===== config.mk =====
export PLATFORM = sky130hd
export DESIGN_NAME = muldiv_sequencer
export DESIGN_NICKNAME = d
export VERILOG_FILES = /design/src/rtl/muldiv_sequencer.sv
export SDC_FILE = /design/constraint.sdc
export NUM_CORES = 1
export LEC_CHECK = 0
export ABC_CLOCK_PERIOD_IN_PS = 4600
export BUFFER_PORTS_ARGS = -buffer_cell sky130_fd_sc_hd__buf_2
export CAP_MARGIN = 20
export CORE_MARGIN = 4
export CORE_UTILIZATION = 38
export DETAILED_ROUTE_END_ITERATION = 16
export REMOVE_ABC_BUFFERS = 1
export SYNTH_ARGS = -nofsm -noshare
export SYNTH_HDL_FRONTEND = slang
export SYNTH_SLANG_ARGS = --single-unit

===== constraint.sdc =====
create_clock -name clk_i -period 4.6 [get_ports clk_i]
set_input_delay 0.46 -clock clk_i [delete_from_list [all_inputs] [get_ports clk_i]]
set_output_delay 0.46 -clock clk_i [all_outputs]
set_load 0.02 [all_outputs]

===== src/rtl/muldiv_sequencer.sv =====
// Iterative RV32M multiply/divide unit: radix-2 shift-add multiply, restoring divide.
// Optional macro MULDIV_EARLY_OUT_EN: zero/overflow operands finish directly from IDLE.
module muldiv_sequencer #(
    parameter int XLEN  = 32,
    parameter int CNT_W = 6
) (
    input  logic            clk_i,
    input  logic            rst_i,
    input  logic            start_i,
    input  logic [2:0]      funct3_i,
    input  logic [XLEN-1:0] op_a_i,
    input  logic [XLEN-1:0] op_b_i,
    input  logic            flush_i,
    output logic            ready_o,
    output logic            busy_o,
    output logic            done_o,
    output logic [XLEN-1:0] result_o
);

    typedef enum logic [1:0] {IDLE, CALC, FIX, DONE} state_t;

    state_t              state_q, state_d;
    logic [CNT_W-1:0]    cnt_q, cnt_d;
    logic [2:0]          funct3_q, funct3_d;
    logic                neg_q, neg_d;
    logic [XLEN-1:0]     opd_q, opd_d;
    logic [2*XLEN-1:0]   acc_q, acc_d;
    logic [XLEN-1:0]     result_q, result_d;

    logic            signedA, signedB, aNeg, bNeg, isDivIn, bZero, negIn;
    logic [XLEN-1:0] aMag, bMag;
    logic [XLEN:0]   mulSum, divTrial;
    logic [2*XLEN-1:0] mulNext, divNext, prodFinal;
    logic [XLEN-1:0] quotFinal, remFinal, fixVal;

    // Operand conditioning at acceptance: magnitudes plus the sign the result must carry.
    assign signedA = (funct3_i == 3'b001) || (funct3_i == 3'b010) ||
                     (funct3_i == 3'b100) || (funct3_i == 3'b110);
    assign signedB = (funct3_i == 3'b001) || (funct3_i == 3'b100) || (funct3_i == 3'b110);
    assign aNeg    = signedA && op_a_i[XLEN-1];
    assign bNeg    = signedB && op_b_i[XLEN-1];
    assign aMag    = aNeg ? -op_a_i : op_a_i;
    assign bMag    = bNeg ? -op_b_i : op_b_i;
    assign isDivIn = funct3_i[2];
    assign bZero   = (op_b_i == '0);

    // A zero divisor must leave the all-ones quotient and the dividend remainder untouched.
    always_comb begin
        negIn = 1'b0;
        if (isDivIn) begin
            negIn = funct3_i[1] ? aNeg : ((aNeg ^ bNeg) && !bZero);
        end else if (funct3_i != 3'b000) begin
            negIn = aNeg ^ bNeg;
        end
    end

`ifdef MULDIV_EARLY_OUT_EN
    logic            ovf, earlyHit;
    logic [XLEN-1:0] earlyVal;

    assign ovf = !funct3_i[0] && (op_a_i == {1'b1, {(XLEN-1){1'b0}}}) && (&op_b_i);

    always_comb begin
        earlyHit = 1'b0;
        earlyVal = '0;
        if (!isDivIn) begin
            earlyHit = (op_a_i == '0) || bZero;
        end else if (bZero) begin
            earlyHit = 1'b1;
            earlyVal = funct3_i[1] ? op_a_i : '1;
        end else if (ovf) begin
            earlyHit = 1'b1;
            earlyVal = funct3_i[1] ? '0 : op_a_i;
        end
    end
`endif

    assign mulSum   = {1'b0, acc_q[2*XLEN-1:XLEN]} + (acc_q[0] ? {1'b0, opd_q} : '0);
    assign mulNext  = {mulSum, acc_q[XLEN-1:1]};
    assign divTrial = acc_q[2*XLEN-1:XLEN-1] - {1'b0, opd_q};
    assign divNext  = divTrial[XLEN] ? {acc_q[2*XLEN-2:0], 1'b0}
                                     : {divTrial[XLEN-1:0], acc_q[XLEN-2:0], 1'b1};

    assign prodFinal = neg_q ? -acc_q : acc_q;
    assign quotFinal = neg_q ? -acc_q[XLEN-1:0] : acc_q[XLEN-1:0];
    assign remFinal  = neg_q ? -acc_q[2*XLEN-1:XLEN] : acc_q[2*XLEN-1:XLEN];

    always_comb begin
        if (!funct3_q[2]) begin
            fixVal = (funct3_q[1:0] == 2'b00) ? prodFinal[XLEN-1:0] : prodFinal[2*XLEN-1:XLEN];
        end else begin
            fixVal = funct3_q[1] ? remFinal : quotFinal;
        end
    end

    always_ff @(posedge clk_i or posedge rst_i) begin
        if (rst_i) begin
            state_q  <= IDLE;
            cnt_q    <= '0;
            funct3_q <= '0;
            neg_q    <= 1'b0;
            opd_q    <= '0;
            acc_q    <= '0;
            result_q <= '0;
        end else begin
            state_q  <= state_d;
            cnt_q    <= cnt_d;
            funct3_q <= funct3_d;
            neg_q    <= neg_d;
            opd_q    <= opd_d;
            acc_q    <= acc_d;
            result_q <= result_d;
        end
    end

    // Flush wins in every busy state; DONE still shows done_o because it is decoded from state.
    always_comb begin
        state_d  = state_q;
        cnt_d    = cnt_q;
        funct3_d = funct3_q;
        neg_d    = neg_q;
        opd_d    = opd_q;
        acc_d    = acc_q;
        result_d = result_q;
        case (state_q)
            IDLE: begin
                if (start_i && !flush_i) begin
                    funct3_d = funct3_i;
                    neg_d    = negIn;
                    cnt_d    = '0;
                    opd_d    = isDivIn ? bMag : aMag;
                    acc_d    = {{XLEN{1'b0}}, (isDivIn ? aMag : bMag)};
                    state_d  = CALC;
`ifdef MULDIV_EARLY_OUT_EN
                    if (earlyHit) begin
                        result_d = earlyVal;
                        state_d  = DONE;
                    end
`endif
                end
            end
            CALC: begin
                if (flush_i) begin
                    state_d = IDLE;
                end else begin
                    acc_d = funct3_q[2] ? divNext : mulNext;
                    cnt_d = cnt_q + CNT_W'(1);
                    if (cnt_q == CNT_W'(XLEN-1)) begin
                        state_d = FIX;
                    end
                end
            end
            FIX: begin
                if (flush_i) begin
                    state_d = IDLE;
                end else begin
                    result_d = fixVal;
                    state_d  = DONE;
                end
            end
            DONE:    state_d = IDLE;
            default: state_d = IDLE;
        endcase
    end

    assign ready_o  = (state_q == IDLE);
    assign busy_o   = (state_q != IDLE);
    assign done_o   = (state_q == DONE);
    assign result_o = result_q;

endmodule


==> results.toml, run 1 <==
[synthesis]
async_reset_ff_frac = 1.00
synth.distinct_cells = 82
ys_seq_area_frac = 0.244
yosys_warnings = 0
synth_top_area_frac = 0.244
yosysTopAreaCell = "dfrtp_1"
syn_area_per_cell_sq_um = 7.53
synth-main-ff-cell = "dfrtp_1"
ys_top_cells_by_area = "dfrtp_1 (24%), xnor2_1 (6.6%), a21oi_1 (6.2%)"
ys_ff_latch = 140
synthCells = 1907
synth.cell_area_sq_mm = 0.0144
synth-edff-count = 0

[worst_setup_path]
cp_top_family = "compound AO/OA/AOI/OAI gates"
path_buf_inv = 3
r2r_end = "acc_q[63]"
worst-setup-path-type = "flop to flop"
path_cells = "inv_1 -> buf_4 -> nor2_1 -> ha_1 -> a2111o_1 -> o211a_1 -> o31ai_1 -> nand2b_1 -> a211oi_1 -> buf_4 -> o21ai_0 -> a2111oi_0 -> o41ai_1"
reg2reg_from = "acc_q[0]"
end_kind = "flop"
r2r_setup_slack_ns = 0.66
critical_path.max_fanout = 25
slowest_stage = "a2111oi_0"
ff2ff_path_depth = 13
cpPeakStageDelay_ns = 0.48
critPathArrivalTime_ns = 4.25
required_ns = 4.90
cp-start-kind = "flop"
crit_path_frequent_cell = "buf_4"

[power]
sw_frac_of_total = 0.496
internal_power_mw = 4.51
cellLeakagePower_nw = 6.79
finalPower_mw = 8.95
p_per_area_mw_per_mm2 = 562
clock_power_share = 0.157
p_seq_frac = 0.240
comb_power_share = 0.603
switchingPower_mw = 4.44
peakVddDrop_mv = 0.326

[clocking]
clk_pin_slew_ns = 0.07
worstSkewPairLatency_ns = 0.45
cts_hold_buf = 0
cts_tree = "built"
cts_sinks = 140
cts_resized = 0
post_cts_buffers = 0
cts_buffers = 17
htree_levels = 4
clock_tree.root_cell = "clkbuf_16"
cts_buffer_depth = 2

[timing]
slew_violations = 0
hold_viol = 0
period_share = 0.857
setup_slack_ns = 0.656
rsz0062_at_grt = "no"
worst_slew_pin_slew_ns = 0.944
max_freq_mhz = 254
finClkSkew_ns = 0.0150
setup_violations = 0
slew-limit-headroom = 0.368
period_minus_slack_ns = 3.94

[floorplanning]
dieArea_sq_mm = 0.0410
die_x_microns = 202
core_area_sq_mm = 0.0370
die_h_microns = 202
fp-row-count = 70
start_util = 0.389
pin_count = 106

[placement]
dpl.hpwl_mm = 38.2
io_buffers = 105
routabilityCongestion = 0.959
dp_slack_ns = 0.732

[global_routing]
track_usage = 0.238
grt-ovfl-total = 0
antenna_found_initial = 0
grt_pass1_vias = 13524
grt_pass1_wl_mm = 78.0
grt_max_degree = 95

[drt]
wirelength_mm = 49.8
detail_route.wl_per_cell_microns = 20.3
drtIter0Drc = 1366
detail-route-antenna-nets = 0
dr.pass1.iters = 6
drc = 0
vias = 14401
vias_per_cell = 5.86

[finish]
drive_gt1_frac = 0.115
nFillCells = 3837
diodes = 0
fin_nets = 2082
area_delta_synth_final_pct = 10.9

[status]
status = "finished, final reports clean"

[min_path]
holdCritPathClass = "primary input to asynchronous set/reset pin"

[job]
max_cap_violations = 0
==> area by class of cell <==
type | count | area [sq um] | area share
timing repair buffer | 146 | 846 | 0.0531
clock buffer | 20 | 447 | 0.0281
multi-input combinational | 1572 | 10100 | 0.637
sequential | 140 | 3510 | 0.220
clock inverter | 12 | 115 | 0.00723
inverter | 63 | 241 | 0.0152
tap | 504 | 631 | 0.0396
==> how the worst max path moves through the flow <==
stage	from	to	slack (ns)	cells after the start
detailed placement	acc_q[0]	acc_q[63]	0.73	13
CTS	acc_q[0]	acc_q[63]	0.69	13
floorplan	acc_q[31]	acc_q[46]	-1.83	12
global route	acc_q[0]	acc_q[63]	0.38	13
finish	acc_q[0]	acc_q[63]	0.66	13
global placement	acc_q[0]	acc_q[63]	0.82	13
==> Yosys cell counts, types with 6 or more instances <==
library cell	count
nand3b_1	6
nor3_1	48
or4_1	12
and2_1	14
o211ai_1	27
nor2b_1	16
o21ai_0	153
clkbuf_1	108
dfrtp_1	140
a211oi_1	14
nand2b_1	21
a221oi_1	7
buf_2	12
o21a_1	10
ha_1	69
o21bai_1	6
and3_1	9
o41ai_1	18
a21o_1	22
nor2_1	194
mux2_2	10
nand3_1	25
nor3b_1	7
inv_1	61
mux2i_1	63
a31oi_1	18
o21ai_1	6
xor2_1	91
or3_1	22
or2_2	10
o22ai_1	6
buf_1	9
nand2_1	215
a22oi_1	13
o31ai_1	35
nor4_1	8
xnor2_1	108
nand4_1	18
a21oi_1	177
o221ai_1	20
==> power by group through the flow <==
stage | sequential (mW) | combinational (mW) | clock (mW)
after global placement | 2.15 | 5.22 | 0
after global routing | 2.21 | 5.90 | 1.47
after CTS | 2.13 | 5.30 | 1.42
final | 2.15 | 5.40 | 1.40
after floorplan | 2.03 | 3.87 | 0
after detailed placement | 2.15 | 5.26 | 0
==> registers in the layout, summed over array words and instances, names as in the netlist <==
register / flops
state_q: 2
neg_q: 1
opd_q: 32
result_o: 32
funct3_q: 3
acc_q: 64
cnt_q: 6
==> routing by layer <==
layer  routed length [microns]  GRT usage  up-vias
met5                         0          0        -
met4                      1710     0.0798        0
met3                      3240     0.0266      101
li1                          -          -     6941
met1                     22900      0.340     6793
met2                     22000      0.375      566
==> metrics by stage <==
| step | hold WS, ns | utilization | instances | setup TNS, ns | cell area (sq um) |
|---|---|---|---|---|---|
| after floorplan | 0.450 | - | 1775 | -55.88 | 13800 |
| after global placement | 0.459 | 0.416 | 2425 | 0 | 15400 |
| after detailed placement | 0.463 | 0.416 | 2425 | 0 | 15400 |
| after CTS | 0.190 | 0.431 | 2457 | 0 | 15900 |
| after global routing | 0.222 | 0.431 | 2457 | 0 | 15900 |
| final | 0.146 | 0.431 | 2457 | 0 | 15900 |
==> placed cells by master (no fill, tap or decap), types with 12 or more instances in the layout <==
master	synthesis	final
ha_1	69	69
a22oi_1	13	13
mux2i_1	63	63
dfrtp_1	140	138
buf_4	0	40
and2_1	14	14
o31ai_1	35	35
a211oi_1	14	13
clkbuf_16	0	17
o41ai_1	18	18
or4_1	12	12
xnor2_1	108	108
o221ai_1	20	20
nand4_1	18	18
inv_1	61	60
nor3_1	48	47
nor2_1	194	193
a31oi_1	18	18
a21oi_1	177	177
nand2_1	215	215
o211ai_1	27	27
or3_1	22	22
nand2b_1	21	19
o21ai_0	153	153
nand3_1	25	25
nor2b_1	16	15
xor2_1	91	91
buf_2	12	105
a21o_1	22	22
==> logic make-up (layout without fill, tap and decap cells) <==
kind of cell / after synthesis / count (layout) / synth area share
AOI/OAI and AO/OA: 586 / 586 / 0.256
xor gates and xnor gates: 199 / 199 / 0.121
adders and majority gates: 71 / 71 / 0.0629
buffers and inverters: 195 / 241 / 0.0531
DFF: 140 / 140 / 0.244
muxes: 73 / 73 / 0.0518
and+or+nand+nor: 643 / 643 / 0.211
Note: power is estimated with default switching activity, not from simulation.
==> run 2: changes to the inputs <==
- CORE_ASPECT_RATIO: unset -> 0.9
==> run 2 against run 1 <==
  * Total power is 0.14% lower
  * Register-to-register slack gained 0.10 ns
  * Worst hold slack better by 0.0062 ns
  * Critical path depth is the same
  * Global-route usage down 0.063 points
  * Critical endpoint unchanged
  * Highest routed layer unchanged
==> results.toml, run 2 (synthesized netlist as in run 1, its figures left out) <==
[status]
status = "finished, final reports clean"

[placement]
io_buffers = 105
dpl.hpwl_mm = 37.7
routabilityCongestion = 0.964
dp_slack_ns = 0.787

[global_routing]
grt-ovfl-total = 0
antenna_found_initial = 0
track_usage = 0.237
grt_pass1_vias = 13645
grt_pass1_wl_mm = 76.9
grt_max_degree = 81

[timing]
period_share = 0.835
period_minus_slack_ns = 3.84
setup_slack_ns = 0.760
hold_viol = 0
setup_violations = 0
slew-limit-headroom = 0.346
rsz0062_at_grt = "no"
slew_violations = 0
max_freq_mhz = 260
worst_slew_pin_slew_ns = 0.981
finClkSkew_ns = 0.0170

[worst_setup_path]
startpoint = "acc_q[0]"
critPathArrivalTime_ns = 4.15
critical_path.max_fanout = 24
cp-start-kind = "flop"
end_kind = "flop"
required_ns = 4.91
reg2reg_from = "acc_q[0]"
r2r_setup_slack_ns = 0.76
worst-setup-path-type = "flop to flop"

[finish]
area_delta_synth_final_pct = 10.4
largest_register = "acc_q"
largest_reg_flops = 64
mostFrequentLayoutCells = "nand2_1 (215), nor2_1 (193), a21oi_1 (177), o21ai_0 (153), dfrtp_1 (138)"
utilization = 0.425
drive_gt1_frac = 0.114
final_common_cell = "nand2_1"
fin_nets = 2077

[floorplanning]
pin_count = 106
die_h_microns = 192
die_x_microns = 213
dieArea_sq_mm = 0.0410
fp-row-count = 67
core_area_sq_mm = 0.0373
start_util = 0.385

[power]
internal_power_mw = 4.43
clock_power_share = 0.159
p_seq_frac = 0.241
switchingPower_mw = 4.51
p_per_area_mw_per_mm2 = 564
peakVddDrop_mv = 0.274
cellLeakagePower_nw = 6.79
comb_power_share = 0.600
sw_frac_of_total = 0.504

[clocking]
cts_resized = 0
htree_levels = 4
cts_buffer_depth = 2
cts_buffers = 17
clk_pin_slew_ns = 0.07
cts_tree = "built"
cts_sinks = 140
worstSkewPairLatency_ns = 0.45
cts_hold_buf = 0
post_cts_buffers = 0
clock_tree.root_cell = "clkbuf_16"

[drt]
detail-route-antenna-nets = 0
dr.pass1.iters = 6
vias = 14315
drc = 0
wirelength_mm = 49.0
drtIter0Drc = 1487
detail_route.wl_per_cell_microns = 20.1
vias_per_cell = 5.89

[min_path]
holdCritPathClass = "primary input to asynchronous set/reset pin"

[job]
max_cap_violations = 0
[run 2: cell count changes in the layout (fill, tap and decap cells not counted)]
cell,previous run,this run
clkinv_2,2,1
bufinv_16,1,0
clkbuf_8,1,0
buf_12,1,0
clkinv_8,0,1
inv_6,3,6
clkinvlp_4,3,0
diode_2,0,1
clkbuf_1,2,0
clkinv_4,4,3
buf_4,40,36
inv_8,0,5
[run 2: through the flow]
step	hold slack [ns]	TNS (ns)	cell area, sq um	total power, mW	cells
6_report	0.152	0	15900	8.94	2432
3_5_place_dp	0.460	0	15300	7.36	2399
3_3_place_gp	0.458	0	15300	7.29	2399
5_1_grt	0.220	0	15900	9.58	2431
4_1_cts	0.191	0	15900	8.82	2431
2_1_floorplan	0.450	-55.88	13800	5.90	1775
[run 2: cell type report]
| type | count | area [sq um] |
|---|---|---|
| clock buffers | 17 | 425 |
| fillers | 3796 | 21400 |
| clock inverters | 15 | 148 |
| inverters | 63 | 241 |
| flip-flops and latches | 140 | 3510 |
| multi-input cells | 1572 | 10100 |
| repair buffers | 141 | 796 |
| well taps | 483 | 604 |
| diodes | 1 | 2.50 |
[run 2: worst paths after layout]
path | depth (start not counted) | to
setup / recovery | 13 | acc_q[63]
hold / removal | 2 | opd_q[4]
setup reg to reg | 13 | acc_q[63]
hold reg to reg | 2 | result_o[21]
max in group asynchronous | 3 | acc_q[58]
min in group clk_i | 3 | funct3_q[0]
[run 2: power groups by stage]
stage,logic (mW),clock network (mW),registers (mW)
finish,5.36,1.42,2.16
global route,5.88,1.49,2.21
CTS,5.25,1.44,2.13
detailed placement,5.20,0,2.15
global placement,5.15,0,2.15
floorplan,3.87,0,2.03
[run 2: critical path, stage by stage, from the launching register on]
cell and delay, ns:
dfrtp_1 0.46, inv_1 0.33, buf_4 0.34, nor2_1 0.07, ha_1 0.21, a2111o_1 0.36, o211a_1 0.24, o31ai_1 0.23
nand2b_1 0.16, a211oi_1 0.28, buf_4 0.17, o21ai_0 0.21, a2111oi_0 0.50, o41ai_1 0.13
[run 2: metal layers]
metal	up-vias	track usage	part of all wire
met3	72	0.0502	0.078
li1	6911	-	-
met2	524	0.359	0.43
met4	0	0.0733	0.025
met1	6808	0.338	0.47
met5	-	0	0
